`src/rtl/uart_rx_pkg.sv`:
```
// Shared types and defaults for the UART receive-side FIFO controller.
package uart_rx_pkg;

  localparam int unsigned RX_FIFO_DEPTH_DEF = 16;
  localparam int unsigned RX_TIMEOUT_DEF    = 640;
  // Widest received word a FIFO entry can carry; narrower words are zero-extended.
  localparam int unsigned RX_DATA_W_MAX     = 32;

  typedef enum logic [1:0] {
    DISABLED = 2'd0,
    ARMED    = 2'd1,
    CAPTURE  = 2'd2,
    HOLD     = 2'd3
  } rx_ctrl_state_e;

  typedef struct packed {
    logic                     err;
    logic [RX_DATA_W_MAX-1:0] data;
  } rx_entry_t;

endpackage

```
`src/rtl/uart_rx_fifo.sv`:
```
// Receive FIFO storage: pointers, occupancy level and show-ahead head entry.
// Callers present only legal write/read strobes; flush overrides both.
module uart_rx_fifo
  import uart_rx_pkg::*;
#(
  parameter int unsigned DEPTH = RX_FIFO_DEPTH_DEF
) (
  input  logic                   PCLK,
  input  logic                   PRESETn,
  input  logic                   wr_en,
  input  rx_entry_t              wr_entry,
  input  logic                   rd_en,
  input  logic                   flush,
  output rx_entry_t              head_c,
  output logic [$clog2(DEPTH):0] level,
  output logic                   full_c,
  output logic                   empty_c
);

  localparam int unsigned AW = $clog2(DEPTH);
  localparam int unsigned LW = AW + 1;

  rx_entry_t     mem [DEPTH];
  logic [AW-1:0] wr_ptr;
  logic [AW-1:0] rd_ptr;

  // Pointer and level bookkeeping; pointers wrap naturally at DEPTH.
  always_ff @(posedge PCLK or negedge PRESETn) begin
    if (!PRESETn) begin
      wr_ptr <= '0;
      rd_ptr <= '0;
      level  <= '0;
    end else if (flush) begin
      wr_ptr <= '0;
      rd_ptr <= '0;
      level  <= '0;
    end else begin
      if (wr_en) wr_ptr <= wr_ptr + AW'(1);
      if (rd_en) rd_ptr <= rd_ptr + AW'(1);
      case ({wr_en, rd_en})
        2'b10:   level <= level + LW'(1);
        2'b01:   level <= level - LW'(1);
        default: level <= level;
      endcase
    end
  end

  // Storage is intentionally not reset.
  always_ff @(posedge PCLK) begin
    if (wr_en && !flush) mem[wr_ptr] <= wr_entry;
  end

  assign full_c  = (level == LW'(DEPTH));
  assign empty_c = (level == '0);
  assign head_c  = empty_c ? '0 : mem[rd_ptr];

endmodule

```
`src/rtl/uart_rx_fifo_ctrl.sv`:
```
// UART receive controller: arms the receiver, captures frames into the FIFO,
// serves APB reads and raises data-threshold, timeout and overrun interrupts.
module uart_rx_fifo_ctrl
  import uart_rx_pkg::*;
#(
  parameter int unsigned DATA_WIDTH    = 32,
  parameter int unsigned DEPTH         = RX_FIFO_DEPTH_DEF,
  parameter int unsigned TIMEOUT_TICKS = RX_TIMEOUT_DEF
) (
  input  logic                   PCLK,
  input  logic                   PRESETn,
  input  logic                   rx_tick,
  input  logic                   rx_en,
  input  logic                   flush,
  input  logic [$clog2(DEPTH):0] rx_threshold,
  output logic                   RX_detect,
  input  logic                   rx_done,
  input  logic [DATA_WIDTH-1:0]  rx_data_out,
  input  logic                   prx_error,
  input  logic                   pop,
  output logic [DATA_WIDTH-1:0]  rd_data,
  output logic                   rd_err,
  output logic [$clog2(DEPTH):0] fifo_level,
  input  logic                   overrun_clr,
  output logic                   irq_rx_data,
  output logic                   irq_timeout,
  output logic                   irq_overrun
);

  localparam int unsigned TW = $clog2(TIMEOUT_TICKS + 1);
  localparam logic [TW-1:0] TO_MAX = TW'(TIMEOUT_TICKS);

  rx_ctrl_state_e state_q, state_d;
  logic           rx_done_q;
  rx_entry_t      cap_q;
  logic [TW-1:0]  to_cnt_q, to_cnt_d;

  logic      rise_c;
  logic      capture_c;
  logic      push_req_c;
  logic      wr_en_c;
  logic      rd_en_c;
  logic      ovr_set_c;
  logic      full_c;
  logic      empty_c;
  rx_entry_t head_c;

  assign rise_c = rx_done & ~rx_done_q;

  // State register plus the registered outputs derived from it.
  always_ff @(posedge PCLK or negedge PRESETn) begin
    if (!PRESETn) begin
      state_q   <= DISABLED;
      RX_detect <= 1'b0;
      rx_done_q <= 1'b0;
      cap_q     <= '0;
    end else begin
      state_q   <= state_d;
      RX_detect <= (state_d != DISABLED);
      rx_done_q <= rx_done;
      if (capture_c) begin
        cap_q.err  <= prx_error;
        cap_q.data <= RX_DATA_W_MAX'(rx_data_out);
      end
    end
  end

  // Next state; a capture already in CAPTURE completes even if rx_en drops.
  always_comb begin
    state_d    = state_q;
    capture_c  = 1'b0;
    push_req_c = 1'b0;
    case (state_q)
      DISABLED: if (rx_en) state_d = ARMED;
      ARMED: begin
        if (!rx_en) begin
          state_d = DISABLED;
        end else if (rise_c) begin
          capture_c = 1'b1;
          state_d   = CAPTURE;
        end
      end
      CAPTURE: begin
        push_req_c = 1'b1;
        state_d    = rx_en ? HOLD : DISABLED;
      end
      HOLD: begin
        if (!rx_en)        state_d = DISABLED;
        else if (!rx_done) state_d = ARMED;
      end
      default: state_d = DISABLED;
    endcase
  end

  // A full FIFO still accepts the word when the same cycle pops the head.
  assign rd_en_c   = pop & ~empty_c & ~flush;
  assign wr_en_c   = push_req_c & (~full_c | pop) & ~flush;
  assign ovr_set_c = push_req_c & full_c & ~pop;

  uart_rx_fifo #(
    .DEPTH (DEPTH)
  ) u_fifo (
    .PCLK     (PCLK),
    .PRESETn  (PRESETn),
    .wr_en    (wr_en_c),
    .wr_entry (cap_q),
    .rd_en    (rd_en_c),
    .flush    (flush),
    .head_c   (head_c),
    .level    (fifo_level),
    .full_c   (full_c),
    .empty_c  (empty_c)
  );

  assign rd_data = DATA_WIDTH'(head_c.data);
  assign rd_err  = head_c.err;

  // Character timeout: counts idle ticks while data waits, saturating.
  always_comb begin
    to_cnt_d = to_cnt_q;
    if (flush || wr_en_c || rd_en_c || empty_c) begin
      to_cnt_d = '0;
    end else if (rx_tick && (to_cnt_q != TO_MAX)) begin
      to_cnt_d = to_cnt_q + TW'(1);
    end
  end

  always_ff @(posedge PCLK or negedge PRESETn) begin
    if (!PRESETn) begin
      to_cnt_q    <= '0;
      irq_timeout <= 1'b0;
      irq_rx_data <= 1'b0;
      irq_overrun <= 1'b0;
    end else begin
      to_cnt_q    <= to_cnt_d;
      irq_timeout <= (to_cnt_d == TO_MAX);
      irq_rx_data <= (rx_threshold != '0) && (fifo_level >= rx_threshold);
      if (ovr_set_c)        irq_overrun <= 1'b1;
      else if (overrun_clr) irq_overrun <= 1'b0;
    end
  end

endmodule

```
`config.mk`:
```
export PLATFORM = sky130hd
export DESIGN_NAME = uart_rx_fifo_ctrl
export DESIGN_NICKNAME = d
export VERILOG_FILES = /design/src/rtl/uart_rx_pkg.sv /design/src/rtl/uart_rx_fifo.sv /design/src/rtl/uart_rx_fifo_ctrl.sv
export SDC_FILE = /design/constraint.sdc
export NUM_CORES = 1
export LEC_CHECK = 0
export CAP_MARGIN = 25
export CORE_ASPECT_RATIO = 0.9
export CORE_MARGIN = 5
export CORE_UTILIZATION = 46
export CTS_CLUSTER_DIAMETER = 40
export CTS_CLUSTER_SIZE = 24
export DETAILED_ROUTE_END_ITERATION = 7
export PLACE_DENSITY = 0.65
export SLEW_MARGIN = 20
export SYNTH_ARGS = -nofsm -noshare
export SYNTH_HDL_FRONTEND = slang
export SYNTH_SLANG_ARGS = --single-unit
```
`constraint.sdc`:
```
create_clock -name PCLK -period 3 [get_ports PCLK]
set_input_delay 0.45 -clock PCLK [delete_from_list [all_inputs] [get_ports PCLK]]
set_output_delay 0.45 -clock PCLK [all_outputs]
set_load 0.01 [all_outputs]
```
==> metrics.csv, run 1 <==
metric,value,unit
# port buffers,87,
startpoint types,register,
# DRC,0,
Initial Util,0.464,
pin slew with the least headroom to its limit,0.732,ns
worst path arrival time,2.65,ns
clk sinks,591,
Post-synth EDFFs,528,
outcome,"complete, but fails checks",
Max IR drop VDD,478,uV
worst skew pair latency,0.62,ns
fmax,323,MHz
WP data required,2.55,ns
setup ws final,-0.0968,ns
clock skew,0.0267,ns
period utilisation layout,1.03,
sequential cell fraction of total power,0.438,
failing checks,setup timing,
Placement Cell Area,0.0257,mm2
headroom to the max-slew limit,0.512,
post-synthesis net count,1303,
Detail Route Antenna Nets,0,
"Distinct cells, synth",53,
vias in the first global route,13200,
R2R Setup Slk,0.13,ns
Min-Delay Path Class,input port to asynchronous set/reset pin,
CTS H-Tree Depth,3,
Slew Limit Fails,0,
syn_area_per_cell,18.8,um2
Final Hold Fails,0,
critical path peak fanout,6,
"Async S/R FF share, synth",0.107,
Setup WS pre-CTS,0.0518,ns
maxcap violations,0,
Area Growth Syn to Fin,25.9,%
Die W,247,um
Clock Pin Slew Worst Setup and Hold Paths,0.06,ns
sw frac,0.264,
share of post-route cells with drive strength above 1,0.332,
Comb power frac,0.174,
RSZ-0062 raised after global routing,true,
global route overflow,0,
power density cells,789,mW/mm2
NetSw,6.13,mW
synth warn,0,
Die ar.,0.0554,mm2
Detailed Route WL,55700,um
Area contributors post-synth,"edfxtp_1 (68%), dfrtp_1 (6.8%), mux4_2 (6.4%)",
Synth top area share,0.679,
WL per Instance,25.6,um
Main synth FF type,edfxtp_1,
Pleak,9.54,nW
Clock Root Buffer,clkbuf_16,
post-route cell area,0.0294,mm2
largest net degree at the start of global routing,36,
# nets final,1502,
sequential area share after synthesis,0.747,
io pins,88,
CTS Buf Count,72,
core area,0.0504,mm2
P_int,17.1,mW
ant diodes,0,
Final Wtd Congestion,0.747,
post-DP HPWL,30000,um
drt initial violations,942,
total global-route track usage,0.202,
number of synthesized register bits,591,
via count,12700,
part of the power in the clock network,0.388,
Setup crit end kind,output pin,
Setup CP Type,register to output pin,
first-pass GRT wire length,83900,um
Vias per Instance,5.83,
initial antenna violation count,0,
CTS tree,done,
Max clock buf depth,3,
cell taking the most area after synthesis,edfxtp_1,
Mapped Cells,1241,
"Setup violations, final",19,
Tmin final,3.10,ns
FP Rows,78,
First-pass DRT Iterations,5,
area of the mapped netlist,0.0233,mm2
Die H,224,um
## Yosys cell counts (9+ instances only)
cell type / n
o32ai_1: 33
nand2_1: 16
a211oi_1: 35
o22ai_1: 34
inv_1: 14
clkbuf_1: 37
xnor2_1: 13
buf_1: 9
dfrtp_1: 63
mux2i_1: 136
mux4_2: 66
nor2_1: 37
ha_1: 15
o221ai_1: 34
o21ai_0: 38
mux2_2: 33
buf_2: 21
edfxtp_1: 528
## sequential cells by signal (all words and copies together) (netlist names)
signal / count
u_fifo.mem: 528
u_fifo.rd_ptr: 4
irq_overrun: 1
RX_detect: 1
state_q: 2
cap_q: 33
to_cnt_q: 10
irq_rx_data: 1
rx_done_q: 1
u_fifo.wr_ptr: 4
irq_timeout: 1
u_fifo.level: 5
## per-stage QoR
| stage | std cells | hold WS [ns] | total power [mW] | util | TNS, ns |
|---|---|---|---|---|---|
| 3_5_place_dp | 2016 | 0.476 | 13.8 | 0.511 | 0 |
| 4_1_cts | 2176 | 0.336 | 23.3 | 0.580 | -1.83 |
| 3_3_place_gp | 2016 | 0.478 | 13.7 | 0.511 | 0 |
| 2_1_floorplan | 1241 | 0.154 | 12.0 | - | -43.07 |
| 5_1_grt | 2180 | 0.350 | 24.1 | 0.584 | -2.72 |
| 6_report | 2180 | 0.363 | 23.2 | 0.584 | -0.830 |
## cells in the final DEF, fill, tap and decap left out, types with 26 or more instances in the layout
| cell type | count |
|---|---|
| mux2i_1 | 135 |
| dfrtp_1 | 58 |
| mux2_2 | 33 |
| buf_4 | 58 |
| clkbuf_16 | 74 |
| buf_2 | 28 |
| edfxtp_1 | 528 |
| clkdlybuf4s50_1 | 53 |
| nor2_1 | 28 |
| mux4_2 | 66 |
| buf_12 | 26 |
## metal layers
| metal | part of all wire | vias to the layer above | global-route usage |
|---|---|---|---|
| li1 | - | 5531 | - |
| met1 | 0.43 | 6707 | 0.287 |
| met2 | 0.49 | 382 | 0.327 |
| met3 | 0.056 | 99 | 0.0385 |
| met4 | 0.024 | 0 | 0.0539 |
| met5 | 0 | - | 0 |
## final timing paths
check / from / to / cells past startpoint
max in group asynchronous: PRESETn / u_fifo.level[2]$_DFFE_PN0P_ / 3
setup reg to reg: u_fifo.level[2]$_DFFE_PN0P_ / u_fifo.level[4]$_DFFE_PN0P_ / 11
hold / removal: PRESETn / cap_q[20]$_DFFE_PN0P_ / 2
setup / recovery: u_fifo.rd_ptr[0]$_DFFE_PN0P_ / rd_data[28] / 8
min in group PCLK: rx_done / rx_done_q$_DFF_PN0_ / 1
hold reg to reg: rx_done_q$_DFF_PN0_ / state_q[0]$_DFF_PN0_ / 2
## kinds of logic after synthesis
family | after synthesis | synth area share
xor+xnor | 18 | 0.00675
mux | 235 | 0.138
flops | 591 | 0.747
simple gates | 102 | 0.0230
buf+inv | 86 | 0.0159
fa+ha+maj | 16 | 0.00890
compound gates | 193 | 0.0607
## power by group through the flow
stage | clock (mW) | sequential [mW] | combinational (mW)
after floorplan | 0 | 10.1 | 1.89
after global placement | 0 | 10.3 | 3.39
after detailed placement | 0 | 10.4 | 3.41
after CTS | 9.15 | 10.2 | 4.00
after global routing | 9.52 | 10.3 | 4.28
final | 9.00 | 10.2 | 4.03
## critical path: stages (launching register included)
cell and delay [ns]:
dfrtp_4 0.55, buf_8 0.18, buf_16 0.15, buf_4 0.16
mux2i_1 0.13, o221ai_1 0.27, o32ai_1 0.12, a211oi_1 0.27
buf_2 0.22
## final cells by class
cell class,instances,area (um2)
repair buffers,197,2260
flip-flops and latches,591,17400
inverters,14,52.6
well taps,680,851
fillers,3744,21000
clock inverters,51,628
clock buffers,83,1890
multi-input cells,564,6260
## what timing repair did
| item | 4_1_cts | 5_1_grt |
|---|---|---|
| gates cloned | 12 | 1 |
| hold buffers | 1 | 0 |
| hold endpoints to repair | 28 | 0 |
| pin swaps | 43 | 19 |
| gates resized for setup | 253 | 35 |
| setup endpoints to repair | 33 | 32 |
| setup buffers | 15 | 5 |
Note: power is estimated with default switching activity, not from simulation.
==> inputs of run 2 (changes only) <==
--- a/config.mk
+++ b/config.mk
@@ -13,4 +13,5 @@
 export CTS_CLUSTER_SIZE = 24
 export DETAILED_ROUTE_END_ITERATION = 7
+export HOLD_SLACK_MARGIN = 0.12
 export PLACE_DENSITY = 0.65
 export SLEW_MARGIN = 20
==> constraint.sdc (replaced) <==
create_clock -name PCLK -period 3 [get_ports PCLK]
set_input_delay 0.9 -clock PCLK [delete_from_list [all_inputs] [get_ports PCLK]]
set_output_delay 0.9 -clock PCLK [all_outputs]
set_load 0.01 [all_outputs]
==> metrics.csv, run 2 (synthesized netlist as in run 1, its figures left out) <==
metric,value,unit,change
Vias per Instance,5.70,,was 5.83
initial antenna violation count,0,,unchanged
clock skew,0.0275,ns,was 0.0267 ns
headroom to the max-slew limit,0.633,,was 0.512
via count,12700,,about the same
Detail Route Antenna Nets,0,,unchanged
Pleak,9.84,nW,was 9.54 nW
most frequent cells in the layout,"edfxtp_1 (528), mux2i_1 (130), clkbuf_16 (77)",,"was edfxtp_1 (528), mux2i_1 (135), clkbuf_16 (74)"
largest net degree at the start of global routing,49,,was 36
Comb power frac,0.180,,was 0.174
cell depth of the worst flop-to-flop path,11,,unchanged
Detailed Route WL,54100,um,was 55700 um
setup tns final,-14.15,ns,was -0.830 ns
max reg flops,528,,unchanged
vias in the first global route,13300,,was 13200
post-route cell area,0.0301,mm2,was 0.0294 mm2
launch point of the worst reg-to-reg path,u_fifo.level[1]$_DFFE_PN0P_,,was u_fifo.level[2]$_DFFE_PN0P_
# nets final,1546,,was 1502
slowest CP cell,dfrtp_4,,unchanged
total global-route track usage,0.197,,was 0.202
family with the most delay on the worst path,buffers and inverters,,unchanged
outcome,"complete, but fails checks",,unchanged
Setup crit end kind,output pin,,unchanged
Final Wtd Congestion,0.753,,was 0.747
CTS H-Tree Depth,3,,unchanged
worst skew pair latency,0.61,ns,was 0.62 ns
ant diodes,0,,unchanged
fmax,281,MHz,was 323 MHz
Layout fillers,3673,,was 3744
fin util,0.597,,was 0.584
critical path peak fanout,8,,was 6
io pins,88,,unchanged
drt initial violations,1026,,was 942
period utilisation layout,1.19,,was 1.03
Reg with most FFs,u_fifo.mem,,unchanged
First-pass DRT Iterations,5,,unchanged
Clock Root Buffer,clkbuf_16,,unchanged
maxcap violations,0,,unchanged
Placement Cell Area,0.0264,mm2,was 0.0257 mm2
RSZ-0062 raised after global routing,true,,unchanged
"Setup violations, final",33,,was 19
max incr delay on CP,0.55,ns,about the same
first-pass GRT wire length,82500,um,was 83900 um
Area Growth Syn to Fin,28.8,%,was 25.9%
Max clock buf depth,3,,unchanged
setup ws final,-0.563,ns,was -0.0968 ns
Largest regs,"u_fifo.mem: 528 flops, cap_q: 33 flops, to_cnt_q: 10 flops",,unchanged
CTS Buf Count,71,,was 72
total power,23.1,mW,was 23.2 mW
Min-Delay Path Class,input port to asynchronous set/reset pin,,unchanged
critical path depth,9,,was 8
worst path arrival time,2.66,ns,was 2.65 ns
NetSw,6.02,mW,was 6.13 mW
crit-path cells,buf_12 > clkbuf_16 > buf_6 > mux2i_1 > o22ai_1 > o32ai_1 > a211oi_1 > buf_4 > buf_6,,was buf_8 > buf_16 > buf_4 > mux2i_1 > o221ai_1 > o32ai_1 > a211oi_1 > buf_2
Die W,247,um,unchanged
WL per Instance,24.4,um,was 25.6 um
Tmin final,3.56,ns,was 3.10 ns
FP Rows,78,,unchanged
Setup CP Type,register to output pin,,unchanged
startpoint types,register,,unchanged
P_int,17.1,mW,about the same
Clock Pin Slew Worst Setup and Hold Paths,0.06,ns,about the same
sw frac,0.261,,was 0.264
clk sinks,591,,unchanged
# DRC,0,,unchanged
Die ar.,0.0554,mm2,unchanged
part of the power in the clock network,0.380,,was 0.388
Bufs and invs on worst path,5,,was 4
CTS tree,done,,unchanged
failing checks,setup timing,,unchanged
Initial Util,0.464,,unchanged
core area,0.0504,mm2,unchanged
pin slew with the least headroom to its limit,0.550,ns,was 0.732 ns
# port buffers,87,,unchanged
WP data required,2.10,ns,was 2.55 ns
post-DP HPWL,30900,um,was 30000 um
sequential cell fraction of total power,0.439,,was 0.438
R2R Setup Slk,0.19,ns,was 0.13 ns
RR Endpoint,u_fifo.level[4]$_DFFE_PN0P_,,unchanged
share of post-route cells with drive strength above 1,0.363,,was 0.332
Final Hold Fails,0,,unchanged
crit-path most repeated cell,buf_6,,
"commonest non-fill, non-tap cell in the layout",edfxtp_1,,unchanged
power density cells,769,mW/mm2,was 789 mW/mm2
Hold WS,0.281,ns,was 0.363 ns
Max IR drop VDD,423,uV,was 478 uV
Die H,224,um,unchanged
global route overflow,0,,unchanged
Hold Buf Count CTS,0,,was 1
Slew Limit Fails,0,,unchanged
==> run 2: cell count changes in the layout (fill, tap and decap cells not counted), sizes merged <==
cell           previous run  this run
inv                      33        36
buf                     138       184
bufinv                    8         7
bufbuf                    2         1
clkdlybuf4s15             2         0
clkinv                   18        17
dlygate4sd3               1         0
clkbuf                   84        83
==> run 2: power by group through the flow <==
stage / Sequential [mW] / Clock, mW / Combinational (mW)
after floorplan: 10.1 / 0 / 1.89
after global placement: 10.3 / 0 / 3.71
after detailed placement: 10.3 / 0 / 3.74
after CTS: 10.2 / 8.94 / 4.05
after global routing: 10.2 / 9.28 / 4.42
final: 10.2 / 8.79 / 4.16
==> run 2: routing by layer <==
layer	vias up	part of all wire	routed length, um	global-route usage
met5	-	0	0	0
met4	0	0.026	1410	0.0616
met3	100	0.056	3040	0.0360
met2	378	0.50	26900	0.318
met1	6558	0.42	22800	0.276
li1	5624	-	-	-
==> run 2: worst max-delay path by stage <==
stage	from	slack [ns]	end
2_1_floorplan	pop	-0.41	u_fifo.mem[5][0]$_DFFE_PP_
3_3_place_gp	u_fifo.rd_ptr[0]$_DFFE_PN0P_	-0.31	rd_data[30]
3_5_place_dp	u_fifo.rd_ptr[0]$_DFFE_PN0P_	-0.33	rd_data[29]
4_1_cts	u_fifo.rd_ptr[0]$_DFFE_PN0P_	-0.60	rd_data[10]
5_1_grt	u_fifo.rd_ptr[0]$_DFFE_PN0P_	-0.66	rd_data[7]
6_report	u_fifo.rd_ptr[0]$_DFFE_PN0P_	-0.56	rd_data[7]
==> run 2: what timing repair did <==
| action | in CTS | in global routing |
|---|---|---|
| cloned | 5 | 3 |
| gates resized for setup | 253 | 57 |
| pin swaps | 45 | 41 |
| buffers inserted | 33 | 12 |
| endpoints found under the setup margin | 33 | 34 |
==> run 2: stage by stage <==
| stage | std cells | setup slack (ns) |
|---|---|---|
| after floorplan | 1241 | -0.411 |
| after global routing | 2222 | -0.660 |
| after global placement | 2048 | -0.315 |
| after detailed placement | 2048 | -0.333 |
| final | 2222 | -0.563 |
| after CTS | 2212 | -0.605 |
==> run 2: cell type report <==
| type | instances | area (um2) | share of cell area |
|---|---|---|---|
| Inverter | 14 | 52.6 | 0.00175 |
| Clock buffer | 79 | 1870 | 0.0622 |
| Clock inverter | 52 | 577 | 0.0192 |
| Timing Repair Buffer | 242 | 2900 | 0.0965 |
| Multi-Input combinational cell | 564 | 6360 | 0.212 |
| Tap cell | 680 | 851 | 0.0283 |
| Sequential cell | 591 | 17400 | 0.580 |
